$ cat src/rtl/pulse_sequencer.sv
// ---------------------------------------------------------------------------
// pulse_sequencer
//
// Shot scheduler for the transducer pulse generator. Holds an 8-entry table
// of per-shot pulse configurations and loops over entries 0..i_last_step.
// For each entry it presents the configuration, then issues a sync pulse of
// SYNC_LEN cycles, and repeats at a programmable shot period. This lets one
// pulse generator be time-shared across transmit/receive channel pairs.
//
// Ports
//   rst_n          async active-low reset
//   hi_clk         clock
//   i_enable       run request (level); sampled in IDLE and at the end of a shot
//   i_period       shot period in cycles, clamped below at MIN_PERIOD
//   i_last_step    last table index of the loop, sampled at the end of a shot
//   i_cfg_we       table write strobe (accepted in any state)
//   i_cfg_addr     table entry index for writes
//   i_cfg_data     entry payload: [7:0] width, [15:8] pause, [18:16] count,
//                  [21:19] tx_mask, [24:22] rx_mask; [31:25] ignored
//   o_sync         sync to the pulse generator, high SYNC_LEN cycles per shot
//   o_rx_mask, o_tx_mask, o_pulse_count, o_pulse_width, o_pulse_pause
//                  configuration of the current shot, updated only on LOAD
//   o_step         index of the current entry, updated on LOAD
//   o_frame_start  one-cycle strobe during the LOAD of entry 0
//   o_busy         high from LOAD until the shot period ends
//
// Shot timeline (cnt is the shot counter):
//   LOAD  cnt=0            config/step/busy/frame_start become visible
//   SYNC  cnt=1..SYNC_LEN  o_sync high
//   WAIT  cnt=SYNC_LEN+1..P-1, then next LOAD (or IDLE if disabled)
// so LOAD-to-LOAD is exactly P cycles.
// ---------------------------------------------------------------------------
module pulse_sequencer #(
  parameter int SYNC_LEN   = 4,
  parameter int MIN_PERIOD = SYNC_LEN + 2
) (
  input  logic        rst_n,
  input  logic        hi_clk,
  input  logic        i_enable,
  input  logic [15:0] i_period,
  input  logic [2:0]  i_last_step,
  input  logic        i_cfg_we,
  input  logic [2:0]  i_cfg_addr,
  input  logic [31:0] i_cfg_data,
  output logic        o_sync,
  output logic [2:0]  o_rx_mask,
  output logic [2:0]  o_tx_mask,
  output logic [2:0]  o_pulse_count,
  output logic [7:0]  o_pulse_width,
  output logic [7:0]  o_pulse_pause,
  output logic [2:0]  o_step,
  output logic        o_frame_start,
  output logic        o_busy
);

  localparam logic [15:0] MIN_P    = 16'(MIN_PERIOD);
  localparam logic [15:0] SYNC_END = 16'(SYNC_LEN);

  typedef enum logic [1:0] {
    IDLE = 2'd0,
    LOAD = 2'd1,
    SYNC = 2'd2,
    WAIT = 2'd3
  } state_t;

  state_t      state;
  logic [15:0] cnt;
  logic [15:0] period_q;
  logic [2:0]  step;
  logic [24:0] cfg_q;
  logic [24:0] cfg_table [8];

  logic [15:0] eff_period;
  logic [2:0]  step_next;
  logic        shot_end;

  // Period clamp keeps at least one WAIT cycle after the sync window.
  assign eff_period = (i_period < MIN_P) ? MIN_P : i_period;

  // A lowered i_last_step below the current step wraps the loop to 0.
  assign step_next  = (step >= i_last_step) ? 3'd0 : step + 3'd1;

  assign shot_end   = (cnt == period_q - 16'd1);

  // -------------------------------------------------------------------------
  // Configuration table. Writes land at the clock edge in any state; a write
  // that coincides with the edge copying an entry into cfg_q is seen only on
  // the following visit, because both use non-blocking updates.
  // -------------------------------------------------------------------------
  always_ff @(posedge hi_clk or negedge rst_n) begin
    if (!rst_n) begin
      for (int i = 0; i < 8; i++) begin
        cfg_table[i] <= '0;
      end
    end else if (i_cfg_we) begin
      cfg_table[i_cfg_addr] <= i_cfg_data[24:0];
    end
  end

  // -------------------------------------------------------------------------
  // Sequencer FSM with registered outputs. Config, step, busy and
  // frame_start are loaded on the edge that enters LOAD so they are valid
  // throughout the LOAD cycle; the period is latched on the edge leaving
  // LOAD and held for the rest of the shot.
  // -------------------------------------------------------------------------
  always_ff @(posedge hi_clk or negedge rst_n) begin
    if (!rst_n) begin
      state         <= IDLE;
      cnt           <= '0;
      period_q      <= '0;
      step          <= '0;
      cfg_q         <= '0;
      o_sync        <= 1'b0;
      o_busy        <= 1'b0;
      o_frame_start <= 1'b0;
    end else begin
      o_frame_start <= 1'b0;
      case (state)
        IDLE: begin
          cnt    <= '0;
          o_sync <= 1'b0;
          if (i_enable) begin
            state         <= LOAD;
            step          <= 3'd0;
            cfg_q         <= cfg_table[0];
            o_busy        <= 1'b1;
            o_frame_start <= 1'b1;
          end
        end

        LOAD: begin
          period_q <= eff_period;
          cnt      <= 16'd1;
          o_sync   <= 1'b1;
          state    <= SYNC;
        end

        SYNC: begin
          cnt <= cnt + 16'd1;
          if (cnt == SYNC_END) begin
            o_sync <= 1'b0;
            state  <= WAIT;
          end
        end

        WAIT: begin
          if (shot_end) begin
            cnt <= '0;
            if (!i_enable) begin
              state  <= IDLE;
              step   <= 3'd0;
              o_busy <= 1'b0;
            end else begin
              state         <= LOAD;
              step          <= step_next;
              cfg_q         <= cfg_table[step_next];
              o_frame_start <= (step_next == 3'd0);
            end
          end else begin
            cnt <= cnt + 16'd1;
          end
        end

        default: begin
          state  <= IDLE;
          cnt    <= '0;
          o_sync <= 1'b0;
          o_busy <= 1'b0;
        end
      endcase
    end
  end

  assign o_step        = step;
  assign o_pulse_width = cfg_q[7:0];
  assign o_pulse_pause = cfg_q[15:8];
  assign o_pulse_count = cfg_q[18:16];
  assign o_tx_mask     = cfg_q[21:19];
  assign o_rx_mask     = cfg_q[24:22];

endmodule

$ cat config.mk
export PLATFORM = sky130hd
export DESIGN_NAME = pulse_sequencer
export DESIGN_NICKNAME = d
export VERILOG_FILES = /design/src/rtl/pulse_sequencer.sv
export SDC_FILE = /design/constraint.sdc
export NUM_CORES = 1
export LEC_CHECK = 0
export CORE_ASPECT_RATIO = 0.75
export CORE_MARGIN = 1
export CORE_UTILIZATION = 60
export CTS_CLUSTER_SIZE = 16
export DETAILED_ROUTE_END_ITERATION = 8
export DONT_BUFFER_PORTS = 1
export PLACE_DENSITY = 0.81
export SYNTH_ARGS = -nofsm -noshare
export SYNTH_HDL_FRONTEND = slang
export SYNTH_SLANG_ARGS = --single-unit
$ cat constraint.sdc
create_clock -name hi_clk -period 3.2 [get_ports hi_clk]
set_input_delay 0.96 -clock hi_clk [delete_from_list [all_inputs] [get_ports hi_clk]]
set_output_delay 0.96 -clock hi_clk [all_outputs]
set_load 0.02 [all_outputs]
; Word-level counts from Yosys, hierarchy flattened
; Index checks and enable logic that the tools add are counted.
[word_totals]
ff_bits = 265
in_bits = 58
[classes]
n_addsub = 3
magnitude_cmp = 5
n_eq_ne = 10
muxes = 33
bitwise = 2
n_reduce_logical = 10
[ops]
columns = operator, count
row1 = $bwmux W200, 1
row2 = $mux W25, 6
row3 = $bmux W25 S3, 1
row4 = $demux W25 S3, 1
row5 = $pmux W16 S4, 1
row6 = $pmux W25 S2, 1
row7 = $mux W16, 2
row8 = $add A16 B1 Y16 const B, 1
row9 = $eq A16 B16 Y1, 1
row10 = $eq A16 B3 Y1 const B, 1
row11 = $lt A16 B3 Y1 const B, 1
row12 = $sub A16 B1 Y16 const B, 1
row13 = $mux W3, 4
row14 = $ne A2 B2 Y1 const B, 5
row15 = $ge A4 B4 Y1 const B, 2
row16 = $mux W1, 8
row17 = $not A3 Y4, 2
row18 = $pmux W2 S4, 1
row19 = $reduce_and A4 Y1, 2
row20 = $mux W2, 3
row21 = $pmux W3 S2, 1
row22 = $reduce_and A3 Y1, 2
row23 = $eq A2 B2 Y1 const B, 2
row24 = $lt A4 B1 Y1 const B, 1
row25 = other kinds (11), 12

; Longest topological paths before layout
[logic_depth]
word_depth = 9
depth_mapped = 13
depth_no_buf = 9

; Worst setup path before layout
; OpenSTA, ideal clock, no wires.
[synth_path]
path_kind = input to register
from = in i_last_step[2]
to = reg cfg_q[22]
arrival_time_ns = 3.029
required_time_ns = 3.066
setup_slack_ns = 0.036
path_stages = 10
n_path_buf = 1
cell_sequence = inv_1 > ha_1 > a21o_1 > a311oi_1 > nand2_1 > clkbuf_1 > o221ai_1 > nand2_1 > o221ai_1 > o21ai_0
[synth_between]
elab_chain_len = 9
[synth_lines]
columns = element, line_no
row1 = start: declaration, 41  ; input logic [2:0] i_last_step,
row2 = $ge A3 B3 Y1, 81  ; assign step_next = (step >= i_last_step) ? 3'd0 : step + 3'd1;
row3 = $mux W3, 81
row4 = $not A3 Y4 (not written as such), 156  ; cfg_q <= cfg_table[step_next];
row5 = $bmux W25 S3, 156
row6 = $mux W25 (not written as such) (2 in a row), 156
row7 = $mux W25, 149  ; if (!i_enable) begin
row8 = $mux W25, 147  ; if (shot_end) begin
row9 = $pmux W25 S2, 118  ; case (state)
row10 = end signal: assignment, 125  ; cfg_q <= cfg_table[0];
row11 = end signal: assignment, 156
row12 = end: declaration, 70  ; logic [24:0] cfg_q;
; Every way passes these cells. The select of a mux whose other input is x is not followed.
; A chain may end at the register's enable or synchronous reset.

; Final worst setup path
[layout_path]
from = reg period_q[1]
to = reg state[1]
[layout_between]
elab_chain_len = 4
[layout_lines]
columns = element, line_no
row1 = start: declaration, 68  ; logic [15:0] period_q;
row2 = start signal: assignment, 132  ; period_q <= eff_period;
row3 = $sub A16 B1 Y16, 83  ; assign shot_end = (cnt == period_q - 16'd1);
row4 = $eq A16 B16 Y1, 83
row5 = $ne A2 B2 Y1 (no line), -
row6 = $reduce_and A3 Y1 (no line), -
row7 = end signal: assignment, 108  ; state <= IDLE;
row8 = end signal: assignment, 123  ; state <= LOAD;
row9 = end signal: assignment, 135  ; state <= SYNC;
row10 = end: declaration, 66  ; state_t state;
; Every way passes these cells.

==> summary.md <==
| Metric | Value |
|---|---|
| Core Rows | `46` |
| Min-Delay Path Class | `input port to asynchronous set/reset pin` |
| Largest cells by area after synthesis | `dfrtp_1 (50%), mux2_2 (20%), o221ai_1 (3.3%)` |
| Die X-Extent | `around 170 um` |
| Final min period | `3013 ps` |
| Final Non-Filler Cells | `~1400` |
| Die height | `roughly 130 um` |
| Post-synth top cells | `dfrtp_1 (265), mux2_2 (237), nand2_1 (95), clkbuf_1 (82), nor2b_1 (56)` |
| Rel. slew slack | `about 37%` |
| Max-slew violations | `0` |
| Congestion Overflow GR | `0` |
| Synth Area in Adders | `1.123%` |
| Worst skew pair latency | `roughly 540 ps` |
| Placed insts | `1390` |
| Critical Path RT | `3630 ps` |
| Starting density of the core | `around 62%` |
| Synth-to-layout area growth | `10.38%` |
| Syn Inst Count | `approximately 1200` |
| Mapped Area | `roughly 0.013 mm2` |
| Worst-Margin Slew | `940.2 ps` |
| Overall power | `between 0.01 and 0.015 W` |
| Synthesized Nets | `1229` |
| Nets | `1202` |
| Top cell type's share of synthesized area | `about half` |
| CP Max Fanout | `22` |
| Drt drc | `0` |
| Outcome | `complete, no violations` |
| I/O Buffers | `0` |
| I/O pin cnt | `89` |
| CP cell instances | `inv_1 > ha_1 > nor2b_1 > buf_4 > xnor2_1 > o22ai_1 > nand4_1 > or4_1 > buf_12 > a21boi_1 > mux2_2` |
| Max_cap viols | `0` |
| Worst setup EP type | `flip-flop` |
| Reg2Reg Launch Point | `period_q[1]` |
| Distinct cells, synth | `between 50 and 60` |
| Vias in the first global route | `around 9700` |
| Reg2Reg Depth | `11` |
| Initial antenna violation count | `0` |
| Crit path buf inv count | `3` |
| Clock slew at reported path FFs | `~60 ps` |
| CP Launch Type | `flip-flop` |
| Critical path startpoint | `period_q[1]` |
| Worst VDD drop | `slightly below 0.5 mV` |
| Mean cell area of the mapped netlist | `11.53 um2` |
| Initial DRC Count | `787` |
| Buffer depth of the longest clock path | `3` |
| Power per cell area | `approximately 860 mW/mm2` |
| Synthesis Warnings | `0` |
| Drt total wl | `approximately 33000 um` |
| Post-synthesis mux area share | `between 20% and 30%` |
| Layout Utilization | `about 69%` |
| Die outline area | `~0.023 mm2` |
| Final Hold Viols | `0` |
| Largest delay share family, worst path | `simple AND/OR/NAND/NOR gates` |
| Sequential fraction of the synthesis area | `roughly half` |
| Fraction of layout cells with a size suffix above 1 | `28.99%` |
| Cts hold-fix bufs | `0` |
| Total CTS buffers | `27` |
| Final setup vio count | `0` |
| Arrival time of the worst setup path | `between 3000 and 4000 ps` |
| Core area | `between 0.02 and 0.025 mm2` |
| Critical Path Stages | `11` |
| CTS tree | `built` |
| DR vias/cell | `about 6.7` |
| Top-count cell post-synth | `dfrtp_1` |
| Leak | `slightly below 6 nW` |
| Fmax | `between 300 and 400 MHz` |
| Largest net degree at the start of global routing | `266` |
| Slowest cell on crit path | `or4_1` |
| Post-synth EDFFs | `0` |
| Kind of critical path | `flip-flop to flip-flop` |
| Cell taking the most area after synthesis | `dfrtp_1` |
| RSZ-0062 raised after global routing | `false` |
| WL per Instance | `between 20 and 25 um` |
| Post-Synth Simple-Gate Area | `9.865%` |
| Global placement routability congestion | `roughly 0.9` |
| Final Skew | `about 9.2 ps` |
| Global-route wire length before repair | `around 54000 um` |
| Largest family of logic cells by synthesized area | `multiplexers` |
| Initial DRT Pass Iterations | `5` |
| Number of synthesized register bits | `265` |
| Via Count | `9651` |
| Async set-reset flop share out of synthesis | `100.0%` |
| Part of the cycle the worst path needs | `a little over nine tenths` |
| Main synth FF type | `dfrtp_1` |
| Hpwl dp | `about 20000 um` |
| H-tree depth | `1` |
| Detail Route Antenna Nets | `0` |
| Synth Area in XOR/XNOR | `between 2 and 2.5%` |
| CTS root buf | `clkbuf_16` |
| Total GRT Usage | `approximately 30%` |
| Clk sinks | `about 270` |
| Delay of the slowest cell on the worst path | `a little under 600 ps` |
| Synth Area in Compound Gates | `13.67%` |
| Diode count | `0` |
## cell families (layout without fill, tap and decap cells)
group,count (synthesis),in the layout
adder cells (fa/ha/maj),12,12
XOR/XNOR,33,33
AO/OA/AOI/OAI,248,248
AND/OR/NAND/NOR,252,252
flip-flops,265,265
buffers and inverters,108,101
multiplexers,241,241
## worst paths after layout
| path | slack, ps | end |
|---|---|---|
| setup / recovery | 190 | state[1] |
| hold / removal | 120 | period_q[8] |
| setup reg to reg | 190 | state[1] |
| hold reg to reg | 500 | cfg_table[8] |
| max in group asynchronous | 2640 | period_q[3] |
| min in group hi_clk | 500 | cfg_table[8] |
## metrics by stage
| step | hold slack, ps | cell area [um2] | setup WS [ps] | setup TNS, ps |
|---|---|---|---|---|
| after floorplan | 471.2 | 13370 | 36.41 | 0 |
| after CTS | 103.8 | 14730 | 120.2 | 0 |
| after global placement | 479.7 | 13770 | 59.60 | 0 |
| after detailed placement | 485.0 | 13770 | -16.38 | -17.78 |
| final | 118.2 | 14760 | 186.7 | 0 |
| after global routing | 99.62 | 14760 | 23.91 | 0 |
## flip-flops by register name (all words and copies together), names as in the netlist
signal,flops
state,2
o_busy,1
cfg_q,25
o_frame_start,1
cfg_table,200
o_sync,1
cnt,16
period_q,16
o_step,3
## where the power goes
part	leakage, nW	total (W)	switching [W]	internal, W
Combinational	2.28	0.00403	0.00210	0.00193
Clock	0.470	0.00342	0.00132	0.00210
Sequential	3.18	0.00521	0.000992	0.00421
Total	5.94	0.0127	0.00442	0.00824
## layout make-up
| cell class | count | area [um2] |
|---|---|---|
| Fill cell | 1577 | 6713 |
| Multi-Input combinational cell | 786 | 6371 |
| Tap cell | 288 | 360.3 |
| Sequential cell | 265 | 6633 |
| Timing Repair Buffer | 37 | 377.9 |
| Inverter | 15 | 56.30 |
| Clock inverter | 13 | 217.7 |
| Clock buffer | 36 | 739.5 |
## cells in the final DEF, fill, tap and decap left out, drive strengths merged, types with 8 or more instances in the layout
cell,synthesis,layout
nor4,10,10
inv,15,15
a31oi,28,28
nor3,22,22
xor2,12,12
nand3,12,12
o221ai,50,50
o2bb2ai,26,26
mux2,237,237
dfrtp,265,265
a21oi,30,30
o21ai,33,33
xnor2,20,20
buf,10,37
a311oi,26,26
clkbuf,83,36
nand2,95,95
ha,12,12
nor2,12,12
nand4,8,8
nor2b,56,56
a211oi,26,26
## routing by layer
| layer | vias up | part of all wire (%) | track usage [%] |
|---|---|---|---|
| met2 | 341 | 47 | 46.70 |
| met3 | 60 | 7.0 | 4.948 |
| met5 | - | 0 | 0 |
| met4 | 0 | 2.3 | 8.918 |
| met1 | 4973 | 44 | 42.14 |
| li1 | 4277 | - | - |
## repair_timing
item	CTS	global route
endpoints found under the hold margin	0	0
gates resized for setup	0	1
buffers inserted	0	1
setup endpoints to repair	0	17
No activity file was read; power rests on OpenSTA's default activity.
==> edit 1: new RTL, same settings <==
Compare `cnt` against `SYNC_END` with >= in place of ==.
--- a/src/rtl/pulse_sequencer.sv
+++ b/src/rtl/pulse_sequencer.sv
@@ -139,3 +139,3 @@
           cnt <= cnt + 16'd1;
-          if (cnt == SYNC_END) begin
+          if (cnt >= SYNC_END) begin
             o_sync <= 1'b0;
Function: same outputs for any inputs over 4 cycles, from zero or initial values and one cycle with rst_n low; that may be too few to reach the edited logic, so the function may still have changed.
==> edit 1 against the unedited design <==
- the flow now finishes with violations (negative setup slack)
- setup slack worse by 0.21 ns
- die area down 1.3%
- combinational power decreased by 16%
- routed wire length about the same
- power shrank 9.6%
- design area is 0.43% lower
- sequential cell count unchanged
- synthesized area down 1.3%
- first-iteration DRC count increased by 0.13%
- non-clock buffer count is 25 higher
- sequential share of layout area rose by 0.20 points
- maximum frequency is 6.4% lower
- largest power group unchanged
==> edit 1: results <==
metrics = {
    "outcome": {
        "violations": "negative setup slack",
        "status": "finished, violations left",
    },
    "placed_design": {
        "numPortBuffers": 0,
        "place_congestion": 0.892,
        "dpl-instance-area_um2": 13800,
        "dp_hpwl_mm": 19.7,
    },
    "finish": {
        "fillCellCount": 1498,
        "drive_above_1_share": 0.317,
    },
    "grt": {
        "grt_max_degree": 266,
        "grt_pass1_vias": 9800,
        "antenna_found_initial": 0,
        "grt_pass1_wl_mm": 53.5,
        "grt_use_total": 0.303,
    },
    "drt": {
        "wl_per_cell_um": 23.2,
        "vias": 9565,
        "drtIter0Drc": 788,
    },
    "synthesis": {
        "ys_types": 58,
        "syn_nets": 1200,
        "synth_area_leaders": "dfrtp_1 (50%), mux2_2 (20%), o221ai_1 (3.3%), nand2_1 (2.8%), nor2b_1 (2.4%)",
        "synthTopCellsByCount": "dfrtp_1 (265), mux2_2 (240), nand2_1 (97), clkbuf_1 (79), nor2b_1 (51)",
        "synthArstFlopShare": 1.00,
        "seq_area_frac_synth": 0.503,
        "synth_warnings": 0,
    },
    "setup_path": {
        "regToRegSetupSlack_ns": -0.02,
        "rr_endpoint": "state[0]",
        "timing.rr.start": "period_q[0]",
        "crit_required_ns": 3.62,
        "r2r.worst_path.cells": 10,
        "path_max_fanout": 4,
    },
    "cts": {
        "cts_buffers": 26,
        "clock_latency_ns": 0.54,
        "clockRootBuffer": "clkbuf_16",
        "h-tree-depth": 1,
    },
    "pwr": {
        "p_leak_nw": 5.95,
        "ir_drop_mv": 0.455,
    },
    "timing": {
        "setup_tns_ns": -0.0196,
        "setup_viol": 1,
        "skew_ns": 0.0223,
        "final.setup.worst_slack_ns": -0.0196,
        "tightest_slew_ns": 0.899,
    },
}
[edit 1: cell types whose count changed in the layout (fill, tap and decap cells not counted), sizes merged, moves of 4 or more]
cell	before	now
bufinv	6	0
buf	37	62
clkbuf	36	42
xor2	12	16
nor2	12	5
nor2b	56	51
clkinv	6	2
[edit 1: layout make-up]
| type | count | area share |
|---|---|---|
| Inverter | 13 | 0.00332 |
| Clock inverter | 3 | 0.00204 |
| Sequential cell | 265 | 0.451 |
| Tap cell | 288 | 0.0245 |
| Timing Repair Buffer | 62 | 0.0390 |
| Clock buffer | 42 | 0.0538 |
| Multi-Input combinational cell | 764 | 0.426 |
[edit 1: how the worst max path moves through the flow]
stage	slack [ns]	end	cells after the start
final	-0.02	state[0]	10
after global routing	-0.12	state[1]	9
after global placement	-0.17	state[0]	10
after CTS	-0.05	state[0]	10
after detailed placement	-0.19	state[0]	10
after floorplan	-0.06	cfg_q[14]	13
[edit 1: metrics by stage]
step / worst slack [ns] / std cells / hold slack (ns) / total power [mW] / util
after floorplan: -0.0559 / 1130 / 0.471 / 7.34 / -
after detailed placement: -0.193 / 1391 / 0.484 / 8.41 / 0.647
after global placement: -0.165 / 1391 / 0.479 / 8.19 / 0.647
after global routing: -0.118 / 1437 / 0.111 / 12.1 / 0.688
after CTS: -0.0548 / 1436 / 0.111 / 11.4 / 0.687
final: -0.0196 / 1437 / 0.118 / 11.4 / 0.688
[edit 1: worst max-delay path, stage by stage (launching register included)]
cell and delay (ns):
dfrtp_1 0.40, inv_2 0.08, ha_4 0.13, or4b_4 0.52
nor4_4 0.14, a31oi_1 0.10, or4_4 0.54, or4_4 0.54
buf_6 0.16, o41a_1 0.37, o21a_1 0.12
[edit 1: cells by family after synthesis]
| family | after synthesis | share of synthesized area |
|---|---|---|
| buffers and inverters | 101 | 0.0304 |
| adder cells (fa/ha/maj) | 12 | 0.0114 |
| AND/OR/NAND/NOR | 237 | 0.0931 |
| AO/OA/AOI/OAI | 240 | 0.134 |
| flip-flops | 265 | 0.503 |
| XOR/XNOR | 33 | 0.0219 |
| multiplexers | 242 | 0.206 |
[edit 1: what timing repair did]
item	CTS	global route
resized for setup	7	6
setup buffers	0	1
endpoints found under the setup margin	48	48
endpoints found under the hold margin	0	0
gates cloned	0	0
hold buffers	0	0
[edit 1: power breakdown]
| group | switching, mW | internal [mW] |
|---|---|---|
| clock network | 1.29 | 1.68 |
| logic | 1.63 | 1.73 |
| registers | 0.896 | 4.21 |
| total | 3.81 | 7.63 |
[edit 1: routing by layer]
metal | up-vias | global-route usage | wire length (µm)
met2 | 334 | 0.505 | 15700
met3 | 72 | 0.0558 | 2340
met4 | 0 | 0.0849 | 741
met5 | - | 0 | 0
li1 | 4232 | - | -
met1 | 4927 | 0.414 | 14500
==> edit 2: new RTL, config.mk and constraints unchanged <==
Without the edit above. Reset style: synchronous (`rst_n`), changed in 2 clocked blocks. Comments in the files are not updated.
--- a/src/rtl/pulse_sequencer.sv
+++ b/src/rtl/pulse_sequencer.sv
@@ -89,3 +89,3 @@
   // -------------------------------------------------------------------------
-  always_ff @(posedge hi_clk or negedge rst_n) begin
+  always_ff @(posedge hi_clk) begin
     if (!rst_n) begin
@@ -105,3 +105,3 @@
   // -------------------------------------------------------------------------
-  always_ff @(posedge hi_clk or negedge rst_n) begin
+  always_ff @(posedge hi_clk) begin
     if (!rst_n) begin
Function: differs if rst_n is asserted again (counterexample within 4 cycles, from zero or initial values and one cycle with rst_n low); with rst_n held inactive, the same outputs for 4 cycles.
==> edit 2 against the unedited design <==
- routed wire length rose by 6.9%
- sequential cell count unchanged
- largest cell class unchanged
- sequential share of layout area increased by 3.2 points
- critical path depth down 2
- critical path type unchanged
- synthesized area up 1.6%
- setup slack worse by 0.097 ns
- design area grew 2.9%
- die area rose by 1.5%
- hold slack better by 0.38 ns
Power is not compared: it rests on default switching activity, and its combinational part moved more than twofold at a synthesized area within 25%.
==> edit 2: results <==
metrics = {
    "drt": {
        "wl_met1_mm": 15.1,
        "dr_wl_met2_mm": 15.6,
        "dr.pass1.iters": 6,
        "vias": 10135,
        "wl_per_cell_um": 22.7,
        "drtIter0Drc": 1226,
        "routed-wl-met3_mm": 4.10,
    },
    "setup_path": {
        "regToRegSetupSlack_ns": 0.09,
        "worstSetupEndpoint": "cfg_q[17]",
        "path_max_fanout": 39,
        "crit_slowest_cell": "a2111oi_0",
        "crit_family": "simple AND/OR/NAND/NOR gates",
        "r2r.worst_path.cells": 9,
        "timing.rr.start": "period_q[1]",
        "critical_path_arrival_ns": 3.53,
        "start_kind": "register",
        "cpPeakStageDelay_ns": 0.73,
    },
    "synthesis": {
        "synthArstFlopShare": 0,
        "synth_edf_count": 200,
        "syn_area_per_cell_um2": 10.8,
        "syn_nets": 1323,
        "synthTopCellsByCount": "and2_1 (204), edfxtp_1 (200), clkbuf_1 (78), dfxtp_1 (65), nand2_1 (63)",
        "synth_area_leaders": "edfxtp_1 (44%), dfxtp_1 (9.6%), and2_1 (9.4%), mux2i_1 (3.2%), nor3_1 (2.2%)",
        "synth_warnings": 0,
        "ys_types": 71,
        "seq_area_frac_synth": 0.538,
    },
    "cts": {
        "postCtsResizedCells": 0,
        "post_cts_buffers": 2,
        "clock_latency_ns": 0.55,
    },
    "finish": {
        "finalNetCount": 1325,
        "drive_above_1_share": 0.130,
        "finalNonFillerCells": 1570,
    },
    "timing": {
        "fmax_ghz": 0.322,
        "skew_ns": 0.0210,
        "tightest_slew_ns": 0.985,
        "hold_ws_ns": 0.502,
    },
    "placed_design": {
        "place_congestion": 0.891,
        "dpl-instance-area_um2": 14300,
        "dp_cells": 1519,
        "numPortBuffers": 0,
        "dp_slack_ns": -0.0684,
        "dp_hpwl_mm": 22.8,
    },
    "pwr": {
        "internal_power_mw": 6.56,
        "ir_drop_mv": 0.434,
        "p_total_mw": 9.45,
    },
    "grt": {
        "grt_pass1_wl_mm": 54.8,
        "grt_pass1_vias": 9674,
        "grt_max_degree": 79,
        "antenna_found_initial": 0,
        "grt_use_total": 0.308,
    },
    "worst_hold_path": {
        "holdCritPathClass": "register to register",
    },
    "outcome": {
        "status": "complete, no violations",
    },
}
## edit 2: cell type report
| type | instances | area [µm²] |
|---|---|---|
| flip-flops and latches | 265 | 7310 |
| fillers | 1574 | 6930 |
| multi-input cells | 873 | 5890 |
| clock buffers | 32 | 694 |
| repair buffers | 72 | 691 |
| well taps | 294 | 368 |
| clock inverters | 16 | 164 |
| inverters | 17 | 63.8 |
| diodes | 1 | 2.50 |
## edit 2: logic make-up (layout without fill, tap and decap cells)
group           count (synthesis)  after routing  share of synthesized area
xor+xnor                       34             34                     0.0219
simple gates                  530            530                      0.230
flops                         265            265                      0.538
compound gates                255            255                      0.133
fa+ha+maj                      11             11                     0.0101
mux                            43             43                     0.0317
other cells                     0              1                          0
buf+inv                       116            137                     0.0348
## edit 2: layer usage
layer,GRT usage,vias to the layer above
li1,-,4679
met4,0.0797,0
met2,0.469,568
met1,0.451,4820
met3,0.0611,68
met5,0,-
